--- config.mk ---
export PLATFORM = sky130hd
export DESIGN_NAME = select_operand_pipe
export DESIGN_NICKNAME = d
export VERILOG_FILES = /design/src/rtl/select_operand_pipe.sv
export SDC_FILE = /design/constraint.sdc
export NUM_CORES = 1
export LEC_CHECK = 0
export BUFFER_PORTS_ARGS = -buffer_cell sky130_fd_sc_hd__buf_2
export CORE_MARGIN = 2
export CORE_UTILIZATION = 52
export DETAILED_ROUTE_END_ITERATION = 10
export PLACE_DENSITY = 0.82
export SLEW_MARGIN = 20
export SYNTH_ARGS = -nofsm -noshare
export SYNTH_HDL_FRONTEND = slang
export SYNTH_SLANG_ARGS = --single-unit
--- constraint.sdc ---
create_clock -name i_clk -period 2.1 [get_ports i_clk]
set_input_delay 0.42 -clock i_clk [delete_from_list [all_inputs] [get_ports i_clk]]
set_output_delay 0.42 -clock i_clk [all_outputs]
set_load 0.1 [all_outputs]
--- src/rtl/select_operand_pipe.sv ---
// select_operand_pipe: accepts operand sets, pre-decodes the priority select
//    into a registered one-hot vector and presents everything from flops.
// Latency: 1 cycle from input acceptance to o_valid; throughput 1 set/cycle.
// Backpressure: 2-entry skid (main + skid); o_ready = !skid_valid from a flop,
//    o_valid never depends combinationally on i_ready.
// Ports:
//    i_clk, i_rst          clock, asynchronous active-high reset
//    i_valid/o_ready       upstream handshake carrying i_a, i_b, i_c, i_cond1, i_cond2
//    o_valid/i_ready       downstream handshake carrying o_a, o_b, o_c, o_sel
//    o_sel                 one-hot: bit2 = B path, bit1 = A path, bit0 = C path
//    o_cntB/o_cntA/o_cntC  saturating per-path transfer counts
// Optional feature macro: SELPIPE_STATS_EN (enables the o_cnt* ports and counters).
module select_operand_pipe #(
   parameter int unsigned WIDTH  = 8,
   parameter int unsigned THRESH = 8,
   parameter int unsigned CNT_W  = 16
) (
   input  logic             i_clk,
   input  logic             i_rst,
   input  logic             i_valid,
   output logic             o_ready,
   input  logic [WIDTH-1:0] i_a,
   input  logic [WIDTH-1:0] i_b,
   input  logic [WIDTH-1:0] i_c,
   input  logic             i_cond1,
   input  logic             i_cond2,
   output logic             o_valid,
   input  logic             i_ready,
   output logic [WIDTH-1:0] o_a,
   output logic [WIDTH-1:0] o_b,
   output logic [WIDTH-1:0] o_c,
   output logic [2:0]       o_sel
`ifdef SELPIPE_STATS_EN
   ,
   output logic [CNT_W-1:0] o_cntB,
   output logic [CNT_W-1:0] o_cntA,
   output logic [CNT_W-1:0] o_cntC
`endif
);

   typedef struct packed {
      logic [WIDTH-1:0] a;
      logic [WIDTH-1:0] b;
      logic [WIDTH-1:0] c;
      logic [2:0]       sel;
   } entry_t;

   // One extra bit so THRESH = 2**WIDTH is still representable.
   localparam logic [WIDTH:0] THRESH_EXT = (WIDTH+1)'(THRESH);

   entry_t main_q, main_d;
   entry_t skid_q, skid_d;
   logic   main_valid_q, main_valid_d;
   logic   skid_valid_q, skid_valid_d;
   logic   ready_q, ready_d;

   logic   in_xfer;
   logic   out_xfer;
   logic   sel_b, sel_a, sel_c;
   entry_t in_ent;

   assign in_xfer  = i_valid && ready_q;
   assign out_xfer = main_valid_q && i_ready;

   // Priority decode happens on the way in so the stored select is a flop.
   always_comb begin
      sel_b      = i_cond2 && !i_cond1 && ({1'b0, i_c} < THRESH_EXT);
      sel_a      = !sel_b && i_cond1;
      sel_c      = !sel_b && !sel_a;
      in_ent.a   = i_a;
      in_ent.b   = i_b;
      in_ent.c   = i_c;
      in_ent.sel = {sel_b, sel_a, sel_c};
   end

   always_comb begin
      main_d       = main_q;
      skid_d       = skid_q;
      main_valid_d = main_valid_q;
      skid_valid_d = skid_valid_q;
      if (!main_valid_q) begin
         // Skid is always empty when main is empty.
         if (in_xfer) begin
            main_d       = in_ent;
            main_valid_d = 1'b1;
         end
      end else if (out_xfer) begin
         if (skid_valid_q) begin
            // o_ready was low, so no input can arrive this cycle.
            main_d       = skid_q;
            skid_valid_d = 1'b0;
         end else if (in_xfer) begin
            main_d = in_ent;
         end else begin
            main_valid_d = 1'b0;
         end
      end else if (in_xfer) begin
         skid_d       = in_ent;
         skid_valid_d = 1'b1;
      end
      ready_d = !skid_valid_d;
   end

   always_ff @(posedge i_clk or posedge i_rst) begin
      if (i_rst) begin
         main_q       <= '0;
         skid_q       <= '0;
         main_valid_q <= 1'b0;
         skid_valid_q <= 1'b0;
         ready_q      <= 1'b1;
      end else begin
         main_q       <= main_d;
         skid_q       <= skid_d;
         main_valid_q <= main_valid_d;
         skid_valid_q <= skid_valid_d;
         ready_q      <= ready_d;
      end
   end

   assign o_valid = main_valid_q;
   assign o_ready = ready_q;
   assign o_a     = main_q.a;
   assign o_b     = main_q.b;
   assign o_c     = main_q.c;
   assign o_sel   = main_q.sel;

`ifdef SELPIPE_STATS_EN
   localparam logic [CNT_W-1:0] CNT_MAX = '1;

   logic [CNT_W-1:0] cnt_b_q, cnt_b_d;
   logic [CNT_W-1:0] cnt_a_q, cnt_a_d;
   logic [CNT_W-1:0] cnt_c_q, cnt_c_d;

   // Counters saturate rather than wrap.
   always_comb begin
      cnt_b_d = cnt_b_q;
      cnt_a_d = cnt_a_q;
      cnt_c_d = cnt_c_q;
      if (out_xfer) begin
         if (main_q.sel[2] && (cnt_b_q != CNT_MAX)) cnt_b_d = cnt_b_q + CNT_W'(1);
         if (main_q.sel[1] && (cnt_a_q != CNT_MAX)) cnt_a_d = cnt_a_q + CNT_W'(1);
         if (main_q.sel[0] && (cnt_c_q != CNT_MAX)) cnt_c_d = cnt_c_q + CNT_W'(1);
      end
   end

   always_ff @(posedge i_clk or posedge i_rst) begin
      if (i_rst) begin
         cnt_b_q <= '0;
         cnt_a_q <= '0;
         cnt_c_q <= '0;
      end else begin
         cnt_b_q <= cnt_b_d;
         cnt_a_q <= cnt_a_d;
         cnt_c_q <= cnt_c_d;
      end
   end

   assign o_cntB = cnt_b_q;
   assign o_cntA = cnt_a_q;
   assign o_cntC = cnt_c_q;
`else
   // Counter width only matters when the statistics are built in.
   logic unused_cnt_w;
   assign unused_cnt_w = |CNT_W;
`endif

endmodule

==> flow_summary.ini <==
[outcome]
status = finished, final reports clean

[yosys]
yosys-top-cells-count = dfrtp_1 (56), nor2_1 (43), o22ai_1 (25), mux2_1 (14), mux2_2 (12)
syn-cell-area_um2 = 2360
yosys-top-cells-area = dfrtp_1 (59%), nor2_1 (6.8%), mux2_1 (6.7%), o22ai_1 (6.6%), mux2_2 (5.7%)
synth_edf_count = 0
synth_top_cell_by_area = dfrtp_1
async_reset_ff_frac = 1.00
ys.flop_type = dfrtp_1
syn_nets = 233
postSynthCellCount = 203
yosysMostFrequentCell = dfrtp_1
post_synth_num_cell_types = 27
syn_avg_cell_area_um2 = 11.6
synth_top_area_frac = 0.594
yosysSeqAreaShare = 0.606
ys_seq_elements = 57
synth-warning-count = 0

[sta]
finClkSkew_ns = 0.00489
post-route-period-util = 0.831
rsz0062_at_grt = false
finalSetupViolCount = 0
slew_headroom = 0.613
fmax_mhz = 573
slew_viol_final = 0
fin_setup_tns_ns = 0
finalCriticalPeriod_ns = 1.75
worst_slew_pin_slew_ns = 0.581
hold_viol = 0

[worst_setup_path]
setup.worst_path.class = flip-flop to output pin
cp.arrival_ns = 1.33
critPathTopFamily = flip-flops
critPathLaunchType = flip-flop
worstRegToRegCells = 5
r2r_slack_ns = 0.52
critPathCaptureType = output pin
path_depth = 1
cp_slowest_stage_delay_ns = 0.51
rr_startpoint = o_valid$_DFF_PP0_
crit_path_top_delay_cell = dfrtp_1
crit_chain = buf_2
worstPathRequired_ns = 1.68
r2r-end = o_a[1]$_DFFE_PP0P_
path_buf_inv = 1
cp_max_fo = 11

[grt]
track_usage = 0.206
antenna_found_initial = 0
globalRouteOverflowTotal = 0
grt_pass1_wl_um = 8090
grt_pass1_vias = 1815
grt_max_degree = 33

[drt]
ant_nets = 0
wl_met2_um = 2340
dr_wl_met3_um = 245
drtIter0Drc = 98
avgViaCountPerCell = 5.47
met1_length_um = 2200
wl_um = 4890
top_layer_used = met4
drcViolationCount = 0
vias = 1761
dr.pass1.iters = 4
wl_per_cell_um = 15.2

[clock_tree]
cts_root_buf = clkbuf_8
cts_buffers = 9
cts_tree = yes
clk_pin_slew_ns = 0.06
htreeDepth = 3
post_cts_resized = 0
cts_sinks = 57
holdBufCountCts = 0
insertion_delay_ns = 0.32
clk_path_buf_depth = 2
cts_setup_buffers = 0

[floorplan]
initial_core_util = 0.541
die_w_um = 71.3
fp.coreArea_um2 = 4350
die_area_um2 = 5090
die_h_um = 71.3
num_rows = 24
io_pins = 59

[final_layout]
antennaDiodeCount = 0
drive_gt1_frac = 0.356
layout.nets = 296
syn_to_final_growth_pct = 22.5

[placement]
numPortBuffers = 58
place_hpwl_um = 3350
gp_congestion = 0.828

[job]
max_cap_viol_count = 0

[hold_path]
hp-class = input pin to async pin
[area by class of cell]
type                            count  area (µm²)
Clock inverter                      3        40.0
Timing Repair Buffer               63         328
Sequential cell                    57        1430
Inverter                            3        11.3
Multi-Input combinational cell    132         861
Fill cell                         333        1470
Tap cell                           52        65.1
Clock buffer                       12         155
[worst max-delay path by stage]
stage                                 end              start  slack, ns
floorplan           skid_q[3]$_DFFE_PP0P_  o_valid$_DFF_PP0_      0.005
global placement     o_sel[0]$_DFFE_PP0P_             i_c[6]       0.45
CTS                               o_valid  o_valid$_DFF_PP0_       0.34
finish                            o_valid  o_valid$_DFF_PP0_       0.35
global route                      o_valid  o_valid$_DFF_PP0_       0.30
detailed placement   o_sel[0]$_DFFE_PP0P_             i_c[6]       0.42
[layer usage]
layer | global-route usage | up-vias
met2 | 0.326 | 50
met1 | 0.266 | 864
met3 | 0.0506 | 10
met5 | 0 | -
li1 | - | 837
met4 | 0.103 | 0
[flip-flops by register name, summed over array words and instances (netlist names)]
signal,flops
skid_valid_q,1
o_ready,1
o_a,8
skid_q,27
o_valid,1
o_sel,3
o_b,8
o_c,8
[cells by family (layout without fill, tap and decap cells)]
family / after synthesis / in the layout / share of synthesized area
AO/OA/AOI/OAI: 46 / 46 / 0.118
buffers and inverters: 14 / 81 / 0.0292
flip-flops: 57 / 57 / 0.606
multiplexers: 26 / 26 / 0.124
AND/OR/NAND/NOR: 60 / 60 / 0.123
[cells in the final DEF (no fill, tap or decap), types with 3 or more instances in the layout]
cell type and count:
buf_2 58, dfrtp_1 56, nor2_1 43, o22ai_1 25, mux2_1 14, mux2_2 12, a21oi_1 11, clkbuf_8 11
nand2_1 5, buf_4 5, o21ai_0 4, a21o_1 3
[per-stage QoR]
step,setup slack (ns),hold WS [ns],util,cell area [µm²],instances
2_1_floorplan,0.00521,0.440,-,2360,203
3_3_place_gp,0.452,0.462,0.618,2690,307
3_5_place_dp,0.423,0.463,0.618,2690,307
4_1_cts,0.343,0.146,0.663,2890,322
5_1_grt,0.299,0.169,0.663,2890,322
6_report,0.354,0.143,0.663,2890,322
Power is not shown: default switching activity piles up to over one toggle a cycle in this logic, so the estimate is an artifact.
